<file path="src/rtl/fifo_shift_pkg.sv">
// Shared types and defaults for the show-ahead FIFO read-side packer.
package fifo_shift_pkg;

  localparam int unsigned LANE_W             = 8;
  localparam int unsigned BYTES_PER_WORD_DEF = 4;

  typedef enum logic [0:0] {
    COLLECT   = 1'b0,
    FULL_WAIT = 1'b1
  } state_e;

endpackage

</file>
<file path="src/rtl/fifo_shift_out_slot.sv">
// Single-entry valid/ready holding register for one packed word.
module fifo_shift_out_slot #(
  parameter int unsigned DW = 32,
  parameter int unsigned KW = 4
) (
  input  logic          clk,
  input  logic          rst,
  input  logic          load,
  input  logic [DW-1:0] load_data,
  input  logic [KW-1:0] load_keep,
  input  logic          load_last,
  input  logic          out_ready,
  output logic          out_valid,
  output logic [DW-1:0] out_data,
  output logic [KW-1:0] out_keep,
  output logic          out_last,
  output logic          free,
  output logic          accept
);

  logic          valid_q, valid_d;
  logic [DW-1:0] data_q,  data_d;
  logic [KW-1:0] keep_q,  keep_d;
  logic          last_q,  last_d;

  assign free      = ~valid_q | out_ready;
  assign accept    = valid_q & out_ready;
  assign out_valid = valid_q;
  assign out_data  = data_q;
  assign out_keep  = keep_q;
  assign out_last  = last_q;

  always_comb begin
    valid_d = valid_q;
    data_d  = data_q;
    keep_d  = keep_q;
    last_d  = last_q;
    if (load) begin
      valid_d = 1'b1;
      data_d  = load_data;
      keep_d  = load_keep;
      last_d  = load_last;
    end else if (out_ready) begin
      valid_d = 1'b0;
    end
  end

  always_ff @(posedge clk) begin
    if (rst) begin
      valid_q <= 1'b0;
      data_q  <= '0;
      keep_q  <= '0;
      last_q  <= 1'b0;
    end else begin
      valid_q <= valid_d;
      data_q  <= data_d;
      keep_q  <= keep_d;
      last_q  <= last_d;
    end
  end

endmodule

</file>
<file path="src/rtl/fifo_shift_rd_packer.sv">
// Pops bytes from a show-ahead FIFO and packs them little-endian into words.
module fifo_shift_rd_packer
  import fifo_shift_pkg::*;
#(
  parameter int unsigned BYTES_PER_WORD = BYTES_PER_WORD_DEF,
  parameter int unsigned DATA_WIDTH     = LANE_W,
  parameter int unsigned CNT_WIDTH      = 16
) (
  input  logic                                 clk,
  input  logic                                 rst,
  output logic                                 fifo_rd_en,
  input  logic                                 fifo_rd_vld,
  input  logic [DATA_WIDTH-1:0]                fifo_rd_data,
  input  logic                                 flush,
  output logic                                 flush_done,
  output logic                                 out_valid,
  input  logic                                 out_ready,
  output logic [BYTES_PER_WORD*DATA_WIDTH-1:0] out_data,
  output logic [BYTES_PER_WORD-1:0]            out_keep,
  output logic                                 out_last,
  output logic [CNT_WIDTH-1:0]                 word_cnt
);

  localparam int unsigned WW = BYTES_PER_WORD * DATA_WIDTH;
  localparam int unsigned IW = $clog2(BYTES_PER_WORD);
  localparam logic [IW-1:0] LAST_IDX = IW'(BYTES_PER_WORD - 1);

  state_e                state_q, state_d;
  logic [WW-1:0]         acc_q, acc_d;
  logic [IW-1:0]         idx_q, idx_d;
  logic                  flush_pend_q, flush_pend_d;
  logic                  flush_done_q, flush_done_d;
  logic [CNT_WIDTH-1:0]  word_cnt_q, word_cnt_d;

  logic                  rd_en, pop;
  logic [WW-1:0]         word_with_byte;
  logic                  slot_free, slot_accept, slot_load;
  logic [WW-1:0]         load_data;
  logic [BYTES_PER_WORD-1:0] load_keep;
  logic                  load_last;

  assign fifo_rd_en = rd_en;
  assign flush_done = flush_done_q;
  assign word_cnt   = word_cnt_q;

  // Pop/pack/flush control; the completed word is handed to the slot or parked in FULL_WAIT.
  always_comb begin
    rd_en          = ~rst & (state_q == COLLECT) & ~flush_pend_q;
    pop            = rd_en & fifo_rd_vld;
    state_d        = state_q;
    acc_d          = acc_q;
    idx_d          = idx_q;
    flush_pend_d   = flush_pend_q;
    flush_done_d   = 1'b0;
    word_cnt_d     = word_cnt_q;
    slot_load      = 1'b0;
    load_data      = acc_q;
    load_keep      = '1;
    load_last      = 1'b0;
    word_with_byte = acc_q;

    for (int unsigned i = 0; i < BYTES_PER_WORD; i++) begin
      if (idx_q == IW'(i)) begin
        word_with_byte[i*DATA_WIDTH +: DATA_WIDTH] = fifo_rd_data;
      end
    end

    if (slot_accept) begin
      word_cnt_d = word_cnt_q + 1'b1;
    end

    // A flush arriving while one is pending is absorbed; the service branch below clears it.
    if (flush) begin
      flush_pend_d = 1'b1;
    end

    case (state_q)
      COLLECT: begin
        if (pop) begin
          if (idx_q == LAST_IDX) begin
            if (slot_free) begin
              slot_load = 1'b1;
              load_data = word_with_byte;
              acc_d     = '0;
              idx_d     = '0;
            end else begin
              acc_d   = word_with_byte;
              state_d = FULL_WAIT;
            end
          end else begin
            acc_d = word_with_byte;
            idx_d = idx_q + 1'b1;
          end
        end else if (flush_pend_q && slot_free) begin
          flush_pend_d = 1'b0;
          flush_done_d = 1'b1;
          if (idx_q != '0) begin
            slot_load = 1'b1;
            load_data = acc_q;
            load_last = 1'b1;
            for (int unsigned i = 0; i < BYTES_PER_WORD; i++) begin
              load_keep[i] = (i < 32'(idx_q));
            end
            acc_d = '0;
            idx_d = '0;
          end
        end
      end
      FULL_WAIT: begin
        if (out_ready) begin
          slot_load = 1'b1;
          load_data = acc_q;
          acc_d     = '0;
          idx_d     = '0;
          state_d   = COLLECT;
        end
      end
      default: state_d = COLLECT;
    endcase
  end

  // State registers.
  always_ff @(posedge clk) begin
    if (rst) begin
      state_q      <= COLLECT;
      acc_q        <= '0;
      idx_q        <= '0;
      flush_pend_q <= 1'b0;
      flush_done_q <= 1'b0;
      word_cnt_q   <= '0;
    end else begin
      state_q      <= state_d;
      acc_q        <= acc_d;
      idx_q        <= idx_d;
      flush_pend_q <= flush_pend_d;
      flush_done_q <= flush_done_d;
      word_cnt_q   <= word_cnt_d;
    end
  end

  fifo_shift_out_slot #(
    .DW (WW),
    .KW (BYTES_PER_WORD)
  ) u_out_slot (
    .clk       (clk),
    .rst       (rst),
    .load      (slot_load),
    .load_data (load_data),
    .load_keep (load_keep),
    .load_last (load_last),
    .out_ready (out_ready),
    .out_valid (out_valid),
    .out_data  (out_data),
    .out_keep  (out_keep),
    .out_last  (out_last),
    .free      (slot_free),
    .accept    (slot_accept)
  );

endmodule
</file>
<file path="config.mk">
export PLATFORM = sky130hd
export DESIGN_NAME = fifo_shift_rd_packer
export DESIGN_NICKNAME = d
export VERILOG_FILES = /design/src/rtl/fifo_shift_pkg.sv /design/src/rtl/fifo_shift_out_slot.sv /design/src/rtl/fifo_shift_rd_packer.sv
export SDC_FILE = /design/constraint.sdc
export NUM_CORES = 1
export LEC_CHECK = 0
export BUFFER_PORTS_ARGS = -buffer_cell sky130_fd_sc_hd__buf_4
export CORE_UTILIZATION = 35
export DETAILED_ROUTE_END_ITERATION = 10
export GPL_TIMING_DRIVEN = 0
export PLACE_DENSITY_LB_ADDON = 0.15
export SYNTH_ARGS = -nofsm -noshare
export SYNTH_HDL_FRONTEND = slang
export SYNTH_SLANG_ARGS = --single-unit
</file>
<file path="constraint.sdc">
create_clock -name clk -period 2.1 [get_ports clk]
set_input_delay 0.105 -clock clk [delete_from_list [all_inputs] [get_ports clk]]
set_output_delay 0.105 -clock clk [all_outputs]
set_load 0.01 [all_outputs]
</file>
After elaboration in Yosys (flattened, before gate mapping):

Index checks and enable logic that the tools add are counted.

* $add $sub $neg: 2
* magnitude comparators: 3
* equal/unequal tests: 7
* mux-type cells: 47
* bitwise gates (word level): 9
* reductions and logical operators: 7

Operators with widths (number)
* 32-bit 2-to-1 mux: 9
* 32-bit case mux with 2 select lines: 2
* 8-bit 2-to-1 mux: 4
* 1-bit 2-to-1 mux: 19
* 16-bit by 1-bit adder with 16-bit output (second input constant): 1
* 4-bit 2-to-1 mux: 4
* 2-bit 2-to-1 mux: 6
* 3-bit by 2-bit inequality test with 1-bit output (second input constant): 2
* 1-bit bitwise AND: 4
* 2-bit == test (second input constant): 2
* 1-bit by 2-bit < comparator with 1-bit output (first input constant): 2
* 4-bit inequality test (second input constant): 1
* 1-bit inverter: 4
* 1-bit case mux with 2 select lines: 2
* 2-bit case mux with 2 select lines: 1
* 4-bit AND reduction: 1
* 2-bit nonzero test: 2
* 3-bit AND reduction: 1
* 3-bit OR reduction: 1
* 2-bit by 1-bit adder with 2-bit output (second input constant): 1
* 2-bit by 1-bit == test with 1-bit output (second input constant): 1
* 2-bit zero test: 1
* 2-bit < comparator (first input constant): 1
* 2-bit inequality test (second input constant): 1
* 2 further kinds: 2

* flip-flop bits (word level): 91
* output and inout bits: 56
* word-level logic and storage cells: 85

Longest topological paths before layout:

Gate-level depths: netlist (run 1).

* depth after elaboration: 7
* gate-level depth with buffers: 9
* depth with buffers taken out: 6

Modules after synthesis:

Synthesis (run 1) repeated with hierarchy kept, for this count alone.

* cell total of the unflattened synthesis: 478
* area total of the unflattened synthesis: 4548.1 um^2

Modules (own cells, without submodules)
* fifo_shift_rd_packer: times used 1, cells an instance 354, area an instance 3180.6 um^2
* fifo_shift_out_slot: times used 1, cells an instance 124, area an instance 1367.6 um^2

Least setup slack after synthesis (run 1):

OpenSTA, ideal clock, no wires.

* path kind: register -> register
* start: reg idx_q[0]
* end: reg acc_q[0]
* library setup time: 0.124 ns
* data arrival time: 1.738 ns
* data required time: 1.976 ns
* setup slack: 0.238 ns
* stages on the path, launching flop included: 8
* cells stage by stage: dfxtp_1 > inv_1 > ha_1 > buf_2 > inv_1 > nand4b_1 > a22oi_4 > o21ai_1

* longest elaborated chain between the ends: 6
* elaborated cells on any way between the ends: 10
* those cells by class: eq/ne (2); mux (5); reduce/logical (3)

Ends and longest elaborated chain
* start, declared: RTL line fifo_shift_rd_packer.sv:30 `logic [IW-1:0] idx_q, idx_d;`
* start signal, assigned: RTL line fifo_shift_rd_packer.sv:134 `idx_q <= idx_d;`
* 2-bit zero test: RTL line fifo_shift_rd_packer.sv:63 `if (idx_q == IW'(i)) begin`
* 8-bit 2-to-1 mux: RTL line fifo_shift_rd_packer.sv:63
* 32-bit 2-to-1 mux: RTL line fifo_shift_rd_packer.sv:81 `if (slot_free) begin`
* 32-bit 2-to-1 mux: RTL line fifo_shift_rd_packer.sv:80 `if (idx_q == LAST_IDX) begin`
* 32-bit 2-to-1 mux: RTL line fifo_shift_rd_packer.sv:79 `if (pop) begin`
* 32-bit case mux with 2 select lines: RTL line fifo_shift_rd_packer.sv:77 `case (state_q)`
* end signal, assigned: RTL line fifo_shift_rd_packer.sv:126 `acc_q <= '0;`
* end signal, assigned: RTL line fifo_shift_rd_packer.sv:133 `acc_q <= acc_d;`
* end, declared: RTL line fifo_shift_rd_packer.sv:29 `logic [WW-1:0] acc_q, acc_d;`

Parallel ways exist; a longest one is shown, timed or not.
A chain may end at the register's enable or synchronous reset.

Worst setup path after layout (run 1):

* start: reg idx_q[1]
* end: reg u_out_slot.data_q[17], in the netlist u_out_slot.out_data[17]

* longest elaborated chain between the ends: 6
* elaborated cells on any way between the ends: 13
* those cells by class: eq/ne (2); mux (10); reduce/logical (1)

Ends and longest elaborated chain
* 2-bit == test: RTL line fifo_shift_rd_packer.sv:63
* 8-bit 2-to-1 mux: RTL line fifo_shift_rd_packer.sv:63
* 32-bit 2-to-1 mux: RTL line fifo_shift_rd_packer.sv:81
* 32-bit 2-to-1 mux: RTL line fifo_shift_rd_packer.sv:80
* 32-bit 2-to-1 mux: RTL line fifo_shift_rd_packer.sv:79
* 32-bit case mux with 2 select lines: RTL line fifo_shift_rd_packer.sv:77
* end signal, assigned: RTL line fifo_shift_out_slot.sv:56 `data_q <= data_d;`
* end, declared: RTL line fifo_shift_out_slot.sv:22 `logic [DW-1:0] data_q, data_d;`

Parallel ways exist; a longest one is shown, timed or not.

==> flow_summary_export.csv, run 1 <==
group,metric,value,unit
global_route,grt-ovfl-total,0,
yosys,yosys.area.top_type_share,43.7,%
yosys,synthesis.nets,500,
routing,detail_route.wirelength,11600,um
timing,hold_viol_final,0,
placed_design,dpl.hpwl,7920,um
timing,timing.hold.ws,0.00247,ns
yosys,ys_ff_latch,91,
cts,insertion_delay,0.35,ns
floorplan,initial_core_util,36.2,%
timing,setup_tns,0,ns
global_route,grt_pass1_vias,3599,
routing,drt-wirelength-per-cell,16.5,um
yosys,yosys_warnings,0,
global_route,antenna_found_initial,0,
floorplan,core,11500,um^2
routing,drcViolationCount,12,
yosys,ys_types,44,
job,max-cap-violations,0,
cts,numCtsBuffers,9,
cells_and_area,multi_input_area,2030,um^2
yosys,synth_area,4170,um^2
placed_design,dp.cells,684,
worst_setup_path,reg2reg_from,"idx_q[1]",
routing,ant_nets,0,
hold_path,hp-start,"fifo_rd_data[6]",
yosys,async_flop_share,0,%
hold_path,holdPathEnd,"acc_q[30]",
worst_setup_path,cp-startpoint,"idx_q[1]",
global_route,grt_pass1_wl,18900,um
cells_and_area,area_delta_synth_final,25.7,%
power_and_ir_drop,p_leak,1.93,nW
worst_setup_path,cp-start-kind,"register",
hold_path,min_path_cells,3,
routing,drt_iter0_drc,204,
yosys,synth_top_flop_cell,"dfxtp_1",
worst_setup_path,critical_path_peak_fanout,10,
cts,cts_root_buf,"clkbuf_16",
floorplan,dieArea,12400,um^2
cts,hold_buffers,0,
cells_and_area,stdcell_count,702,
worst_setup_path,worstPathRequired,2.34,ns
floorplan,dieWidth,111,um
timing,slew_viol_final,0,
global_route,grt_max_degree,15,
worst_setup_path,r2r_slack,0.11,ns
timing,skew,0.00603,ns
timing,tightestPinTransition,0.547,ns
placed_design,routabilityCongestion,0.821,
timing,fmax,0.503,GHz
yosys,syn_area_per_cell,8.67,um^2
cells_and_area,register_area,1820,um^2
power_and_ir_drop,power.density,813,nW/um^2
routing,via_per_inst,5.32,
floorplan,rows,39,
placed_design,port_buffers,60,
yosys,synthAdderAreaFrac,1.80,%
yosys,synth_mux_area_share,0.810,%
timing,setup_viol,0,
yosys,synth_compound_area_share,15.5,%
yosys,synth_common_cells,"dfxtp_1 (91), nor2_1 (59), nand3_1 (54)",
status,outcome,"complete, but fails checks",
timing,rsz0062_at_grt,"true",
yosys,yosys-top-cells-area,"dfxtp_1 (44%), a311oi_1 (7.1%), nand3_1 (6.5%)",
timing,fin_crit,1.99,ns
cts,cts.path.max_buffers,2,
routing,vias,3735,
routing,first_pass_iters,8,
yosys,synthXorXnorAreaFrac,2.31,%
cells_and_area,fillCellCount,1142,
power_and_ir_drop,irDropWorstVdd,0.348,mV
worst_setup_path,cp-end-kind,"register",
floorplan,pin_count,69,
yosys,synth_top_family_by_area,"simple AND/OR/NAND/NOR gates",
yosys,yosys.area_share.simple,27.6,%
cts,cts_tree,"done",
timing,maxSlewHeadroom,63.5,%
status,violations,"DRC",
cells_and_area,diodes,0,
yosys,synthCells,481,
floorplan,die_y,111,um
timing,fin_crit_sh,94.7,%
cts,path_clk_slew,0.06,ns
cells_and_area,nNetsFinal,573,
placed_design,place_area,4800,um^2
worst_setup_path,crit_arrival,2.23,ns
cells_and_area,drive_gt1_share,22.9,%
yosys,synth.most_common_cell,"dfxtp_1",
worst_setup_path,ff2ff_path_depth,8,
yosys,synth-seq-area-share,43.7,%
cts,cts_sinks,91,
cells_and_area,final_design_area_no_fill,5240,um^2
global_route,groute.usage.overall,19.5,%
worst_setup_path,r2r_end,"u_out_slot.out_data[17]",
worst_setup_path,critPathKind,"register to register",
yosys,synth_edf_count,0,
hold_path,hold_path_class,"primary input to register",
cts,cts_max_level,3,
yosys,synth_top_cell_by_area,"dfxtp_1",
-- per-layer routing --
layer | global-route usage [%] | up-vias | part of all wire, %
met1 | 26.0 | 1829 | 49
met4 | 7.03 | 0 | 0.82
li1 | - | 1833 | -
met3 | 3.17 | 6 | 3.8
met5 | 0 | - | 0
met2 | 31.6 | 67 | 46
-- cells in the final DEF (no fill, tap or decap), drive strengths merged --
cell | synthesis | final
dfxtp | 91 | 91
buf | 27 | 89
nor2 | 59 | 59
nand3 | 54 | 54
nand2 | 53 | 53
a311oi | 34 | 34
o21ai | 32 | 32
nand2b | 31 | 31
clkbuf | 17 | 29
nand4 | 9 | 9
xnor2 | 9 | 9
inv | 8 | 8
nor3 | 8 | 8
a21oi | 7 | 7
ha | 6 | 6
nor2b | 4 | 4
a22oi | 3 | 3
and3 | 3 | 3
mux2 | 3 | 3
bufinv | 0 | 3
a211oi | 2 | 2
o31ai | 2 | 2
or2b | 2 | 2
and4 | 2 | 2
nor4 | 2 | 2
xor2 | 2 | 2
nand4b | 1 | 1
or4b | 1 | 1
a21boi | 1 | 1
and2 | 1 | 1
and4b | 1 | 1
and4bb | 1 | 1
o32a | 1 | 1
a31oi | 1 | 1
or3b | 1 | 1
o32ai | 1 | 1
or4 | 1 | 1
clkinv | 0 | 1
-- worst max path at each step --
stage / slack, ns / to / cells after the start
2_1_floorplan: 0.24 / acc_q[0] / 7
3_3_place_gp: -0.22 / acc_q[24] / 7
3_5_place_dp: -0.28 / acc_q[26] / 7
4_1_cts: 0.005 / u_out_slot.out_data[7] / 9
5_1_grt: -0.04 / u_out_slot.out_data[13] / 9
6_report: 0.11 / u_out_slot.out_data[17] / 8
-- kinds of logic after synthesis --
family                   Yosys count
buffers and inverters             52
flip-flops                        91
AO/OA/AOI/OAI                     84
XOR/XNOR                          11
multiplexers                       3
adder cells (fa/ha/maj)            6
AND/OR/NAND/NOR                  234
-- registers in the layout, indices dropped and copies added (netlist names) --
name	cells
flush_done	1
flush_pend_q	1
u_out_slot.out_valid	1
word_cnt	16
u_out_slot.out_data	32
acc_q	32
state_q	1
u_out_slot.out_last	1
idx_q	2
u_out_slot.out_keep	4
-- per-stage QoR --
| stage | util, % | setup WS [ns] | total power, mW |
|---|---|---|---|
| after floorplan | - | 0.238 | 2.16 |
| after global placement | 41.7 | -0.224 | 2.33 |
| after detailed placement | 41.7 | -0.280 | 2.33 |
| after CTS | 45.2 | 0.00528 | 4.29 |
| after global routing | 45.5 | -0.0381 | 4.43 |
| final | 45.5 | 0.112 | 4.26 |
-- power by group --
part | internal (mW) | switching, mW | total, mW
combinational | 0.204 | 0.273 | 0.477
clock | 1.26 | 0.691 | 1.95
sequential | 1.79 | 0.0421 | 1.84
total | 3.26 | 1.01 | 4.26
-- timing repair --
| action | in CTS | in global routing |
|---|---|---|
| endpoints found under the setup margin | 64 | 33 |
| resized for setup | 10 | 12 |
| setup buffers | 2 | 0 |
| pin swaps | 1 | 1 |
-- critical path: stages, from the launching register on --
cell      delay (ns)
dfxtp_1         0.33
inv_1           0.12
ha_1            0.17
buf_2           0.24
nor2b_2         0.08
o32a_1          0.29
buf_4           0.18
buf_2           0.21
a311oi_1        0.27
-- layout make-up --
cell class | instances | area share, %
Sequential cell | 91 | 34.8
Tap cell | 143 | 3.41
Clock inverter | 4 | 1.81
Clock buffer | 12 | 5.09
Buffer | 44 | 6.69
Inverter | 8 | 0.573
Multi-Input combinational cell | 338 | 38.8
Timing Repair Buffer | 62 | 8.88
No activity file was read; power rests on OpenSTA's default activity.
==> run 2: changes to the inputs <==
--- a/config.mk
+++ b/config.mk
@@ -10,6 +10,8 @@
 export DETAILED_ROUTE_END_ITERATION = 10
 export GPL_TIMING_DRIVEN = 0
 export PLACE_DENSITY_LB_ADDON = 0.15
+export SLEW_MARGIN = 20
 export SYNTH_ARGS = -nofsm -noshare
 export SYNTH_HDL_FRONTEND = slang
+export SYNTH_HIERARCHICAL = 1
 export SYNTH_SLANG_ARGS = --single-unit
==> flow_summary_export.csv, run 2 <==
group,metric,value,unit
hold_path,hold_path_class,"primary input to register",
yosys,synth_compound_area_share,11.8,%
yosys,synth_area,4550,um^2
timing,fin_crit,2.00,ns
power_and_ir_drop,power.density,649,nW/um^2
yosys,synth_mux_area_share,15.5,%
timing,hold_viol_final,0,
routing,first_pass_iters,4,
cts,insertion_delay,0.35,ns
yosys,synth_top_cell_by_area,"dfxtp_1",
worst_setup_path,critical-path-top-delay-family,"simple AND/OR/NAND/NOR gates",
timing,rsz0062_at_grt,"false",
global_route,grt_pass1_vias,3655,
yosys,async_flop_share,0,%
floorplan,pin_count,69,
yosys,ys_types,39,
yosys,synthAdderAreaFrac,1.65,%
power_and_ir_drop,p_leak,2.16,nW
power_and_ir_drop,totalPowerFinal,3.66,mW
routing,drcViolationCount,0,
yosys,yosys-top-cells-area,"dfxtp_1 (40%), mux2i_1 (8.4%), o211ai_2 (8.3%)",
cts,cts_root_buf,"clkbuf_16",
worst_setup_path,cp-end-kind,"register",
yosys,synth_common_cells,"dfxtp_1 (91), nor2_1 (49), mux2i_1 (38)",
floorplan,rows,41,
floorplan,initial_core_util,36.0,%
yosys,synth.most_common_cell,"dfxtp_1",
cells_and_area,drive_gt1_share,30.5,%
worst_setup_path,cp-start-kind,"register",
cells_and_area,fillCellCount,1274,
timing,skew,0.0104,ns
worst_setup_path,critical_path.max_stage_delay,0.47,ns
routing,drt-wirelength-per-cell,15.8,um
global_route,grt_max_degree,15,
global_route,grt_pass1_wl,19100,um
cts,cts_tree,"done",
worst_setup_path,critPathKind,"register to register",
yosys,synthesis.nets,497,
timing,fmax,0.500,GHz
yosys,yosys.area.top_type_share,40.1,%
yosys,syn_area_per_cell,9.51,um^2
yosys,synth_top_family_by_area,"simple AND/OR/NAND/NOR gates",
worst_setup_path,cp_num_buf_inv,5,
worst_setup_path,cp_cell_sequence,"inv_1, ha_1, clkbuf_4, nand4bb_4, inv_2, or4b_4, buf_6, buf_6, o211ai_2",
cells_and_area,final_cell_mix,"dfxtp_1 (90), buf_4 (76), nor2_1 (49)",
routing,ant_nets,0,
yosys,synthCells,478,
yosys,synth_top_flop_cell,"dfxtp_1",
timing,fin_crit_sh,95.2,%
cts,cts_max_level,3,
worst_setup_path,crit_arrival,2.28,ns
floorplan,dieWidth,116,um
cells_and_area,nNetsFinal,581,
cts,cts.path.max_buffers,2,
yosys,synth_edf_count,0,
floorplan,dieArea,13500,um^2
global_route,antenna_found_initial,0,
floorplan,core,12600,um^2
placed_design,place_area,5270,um^2
cells_and_area,layout_commonest_cell,"dfxtp_1",
cts,path_clk_slew,0.07,ns
timing,setup_viol,0,
status,outcome,"complete, no violations",
cells_and_area,diodes,0,
job,max-cap-violations,0,
cts,hold_buffers,0,
routing,detail_route.wirelength,11700,um
worst_setup_path,crit_top_cell,"buf_6",
worst_setup_path,crit_slowest_cell,"or4b_4",
yosys,ys_ff_latch,91,
power_and_ir_drop,irDropWorstVdd,0.364,mV
routing,vias,3806,
yosys,yosys.area_share.simple,21.7,%
placed_design,dpl.hpwl,8070,um
timing,maxSlewHeadroom,66.1,%
global_route,grt-ovfl-total,0,
cells_and_area,final_design_area_no_fill,5640,um^2
yosys,synthXorXnorAreaFrac,0.770,%
worst_setup_path,worstPathRequired,2.38,ns
yosys,synth-seq-area-share,40.1,%
placed_design,port_buffers,68,
floorplan,die_y,116,um
cts,numCtsBuffers,9,
cts,cts_sinks,91,
timing,slew_viol_final,0,
worst_setup_path,critical_path_peak_fanout,10,
cells_and_area,area_delta_synth_final,24.1,%
routing,via_per_inst,5.15,
yosys,yosys_warnings,6,
placed_design,routabilityCongestion,0.758,
global_route,groute.usage.overall,18.5,%
timing,tightestPinTransition,0.508,ns
routing,drt_iter0_drc,192,
==> run 2: changes by cell type after synthesis, sizes merged, moves of 8 or more <==
cell and delta:
nand2 -43, mux2i +38, a311oi -33, o211ai +32, inv +30, nand2b -29
mux2 +26, nand3 -23, nand4b +23, o21ai -21, nand4 +20, buf -11
nor2 -10, xnor2 -8
==> run 2: kinds of logic after synthesis <==
kind of cell,after synthesis
AOI/OAI and AO/OA,58
xor gates and xnor gates,4
adders and majority gates,6
buffers and inverters,77
DFF,91
muxes,67
other,1
and+or+nand+nor,174
==> run 2: power breakdown <==
group	leakage [nW]	total (mW)	switching, mW	internal, mW
Sequential	0.736	1.78	0.0254	1.76
Clock	0.133	1.54	0.702	0.834
Combinational	1.29	0.343	0.200	0.143
Total	2.16	3.66	0.927	2.74
==> run 2: metrics by stage <==
step                      util (%)  setup TNS [ns]  instances  setup slack (ns)  hold WS (ns)
final                         44.7               0        739             0.100        0.0127
after global routing          44.7               0        739           0.00636        0.0552
after CTS                     44.1               0        733           0.00391        0.0102
after detailed placement      41.8           -8.41        718            -0.339         0.376
after global placement        41.8           -7.58        718            -0.329         0.366
after floorplan                  -               0        478             0.133         0.264
==> run 2: worst min-delay path, delay by kind of cell <==
family                 cells  cell delay, ns
AND/OR/NAND/NOR            2            0.13
buffers and inverters      1            0.08
==> run 2: layer usage <==
metal	wire, um	part of all wire, %	global-route usage (%)	up-vias
li1	-	-	-	1880
met1	5320	46	24.8	1829
met2	5540	47	29.0	86
met3	650	5.6	5.18	11
met4	168	1.4	5.56	0
met5	0	0	0	-
==> run 2: worst paths after layout <==
check / to / depth (start not counted) / from / slack [ns]
worst min register to register: acc_q[27] / 2 / acc_q[27] / 0.49
worst min-delay path: flush_pend_q / 3 / flush / 0.01
worst max-delay path: acc_q[6] / 9 / idx_q[1] / 0.1
worst max register to register: acc_q[6] / 9 / idx_q[1] / 0.1
==> run 2: timing repair <==
action,CTS,global route
pin swaps,0,2
gates resized for setup,6,9
endpoints found under the setup margin,38,49
cloned,0,0
buffers inserted,0,6
==> run 2: final cells by class <==
type	instances	area (um^2)	share of cell area (%)
multi-input cells	310	2390	42.4
clock inverters	4	26.3	0.466
well taps	172	215	3.81
flip-flops and latches	91	1820	32.3
plain buffers	37	239	4.24
inverters	39	146	2.59
repair buffers	74	556	9.84
clock buffers	12	246	4.37
==> run 3: changes to the inputs <==
--- a/config.mk
+++ b/config.mk
@@ -9,7 +9,7 @@
 export CORE_UTILIZATION = 35
 export DETAILED_ROUTE_END_ITERATION = 10
 export GPL_TIMING_DRIVEN = 0
-export PLACE_DENSITY_LB_ADDON = 0.15
+export PLACE_DENSITY = 0.5
 export SLEW_MARGIN = 20
 export SYNTH_ARGS = -nofsm -noshare
 export SYNTH_HDL_FRONTEND = slang
==> flow_summary_export.csv, run 3 (same netlist as run 2, synthesis figures left out) <==
group,metric,value,unit
worst_setup_path,cp-end-kind,"register",
routing,vias,3761,
cells_and_area,drive_gt1_share,31.8,%
cts,path_clk_slew,0.06,ns
hold_path,min_path_cells,3,
power_and_ir_drop,p_leak,2.20,nW
timing,setup_tns,0,ns
routing,via_per_inst,5.06,
power_and_ir_drop,irDropWorstVdd,0.262,mV
routing,wl_met1,5650,um
global_route,grt-ovfl-total,0,
routing,wl_met3,510,um
timing,fin_crit,1.99,ns
worst_setup_path,cp-startpoint,"idx_q[0]",
floorplan,core,12600,um^2
timing,fmax,0.502,GHz
floorplan,dieArea,13500,um^2
cts,cts_root_buf,"clkbuf_16",
cts,cts.path.max_buffers,2,
timing,setup_viol,0,
placed_design,pre_cts_slack,-0.402,ns
cells_and_area,layout_commonest_cell,"dfxtp_1",
power_and_ir_drop,totalPowerFinal,3.72,mW
routing,ant_nets,0,
worst_setup_path,critical_path_peak_fanout,10,
cells_and_area,final_design_area_no_fill,5710,um^2
routing,wl_met2,5280,um
worst_setup_path,critPathKind,"register to register",
global_route,grt_max_degree,14,
worst_setup_path,cp-start-kind,"register",
routing,first_pass_iters,4,
routing,route.top_layer_used,"met4",
floorplan,initial_core_util,36.0,%
placed_design,dp.cells,718,
status,outcome,"complete, no violations",
floorplan,die_y,116,um
routing,detail_route.wirelength,11600,um
cells_and_area,final_cell_mix,"dfxtp_1 (88), buf_4 (81), nor2_1 (49)",
routing,drt-wirelength-per-cell,15.7,um
timing,skew,0.00547,ns
worst_setup_path,r2r_slack,0.11,ns
timing,hold_viol_final,0,
timing,fin_ws,0.108,ns
worst_setup_path,worstPathRequired,2.37,ns
worst_setup_path,crit_arrival,2.27,ns
cells_and_area,nNetsFinal,586,
timing,slew_viol_final,0,
hold_path,hold_path_class,"primary input to register",
cts,cts_max_level,3,
timing,tightestPinTransition,0.533,ns
global_route,groute.usage.overall,18.4,%
global_route,grt_pass1_wl,18800,um
floorplan,pin_count,69,
cells_and_area,stdcell_count,744,
placed_design,port_buffers,68,
placed_design,dpl.hpwl,8160,um
cts,numCtsBuffers,9,
timing,maxSlewHeadroom,64.5,%
routing,drt_iter0_drc,200,
cells_and_area,area_delta_synth_final,25.6,%
timing,fin_crit_sh,94.9,%
job,max-cap-violations,0,
global_route,antenna_found_initial,0,
cells_and_area,diodes,0,
global_route,grt_pass1_vias,3627,
floorplan,rows,41,
power_and_ir_drop,power.density,651,nW/um^2
cts,cts_sinks,91,
worst_setup_path,crit_end,"acc_q[8]",
worst_setup_path,reg2reg_from,"idx_q[0]",
worst_setup_path,r2r_end,"acc_q[8]",
placed_design,place_area,5270,um^2
floorplan,dieWidth,116,um
cts,insertion_delay,0.35,ns
cts,hold_buffers,0,
worst_setup_path,ff2ff_path_depth,9,
placed_design,routabilityCongestion,0.763,
cts,cts_tree,"done",
routing,drcViolationCount,0,
==> run 3: final cells by class <==
| cell class | instances | area, um^2 |
|---|---|---|
| Buffer | 36 | 234 |
| Clock buffer | 15 | 288 |
| Clock inverter | 1 | 5.00 |
| Fill cell | 1282 | 6910 |
| Inverter | 39 | 146 |
| Multi-Input combinational cell | 310 | 2390 |
| Sequential cell | 91 | 1830 |
| Tap cell | 172 | 215 |
| Timing Repair Buffer | 80 | 601 |
==> run 3: per-layer routing <==
metal | vias to the layer above | global-route usage, %
met2 | 72 | 28.5
li1 | 1895 | -
met1 | 1782 | 24.9
met5 | - | 0
met4 | 0 | 7.86
met3 | 12 | 3.56
==> run 3: power breakdown <==
part	switching (mW)	total (mW)	internal (mW)
clock network	0.659	1.59	0.931
logic	0.200	0.345	0.146
registers	0.0255	1.78	1.76
==> run 3: stage by stage <==
step | util (%) | hold WS (ns)
2_1_floorplan | - | 0.264
3_3_place_gp | 41.8 | 0.370
3_5_place_dp | 41.8 | 0.376
4_1_cts | 44.4 | 0.00821
5_1_grt | 45.3 | 0.0410
6_report | 45.3 | 0.0191
==> run 3: timing repair <==
| item | 4_1_cts | 5_1_grt |
|---|---|---|
| buffers inserted | 2 | 10 |
| setup endpoints to repair | 37 | 62 |
| resized for setup | 8 | 13 |
| hold endpoints to repair | 0 | 0 |
| pin swaps | 1 | 2 |
==> run 3: worst max-delay path: stages (launching register included) <==
cell and delay [ns]:
dfxtp_4 0.36, inv_1 0.08, ha_1 0.15, clkbuf_4 0.18, nand4bb_4 0.18, inv_2 0.05
or4b_4 0.48, buf_6 0.15, buf_6 0.15, o211ai_2 0.13
==> run 3: worst min path at each step <==
stage | startpoint | end | slack, ns
after floorplan | fifo_rd_data[0] | acc_q[24] | 0.26
after global placement | flush | flush_pend_q | 0.37
after detailed placement | flush | flush_pend_q | 0.38
after CTS | flush | flush_pend_q | 0.008
after global routing | flush | flush_pend_q | 0.04
final | flush | flush_pend_q | 0.02
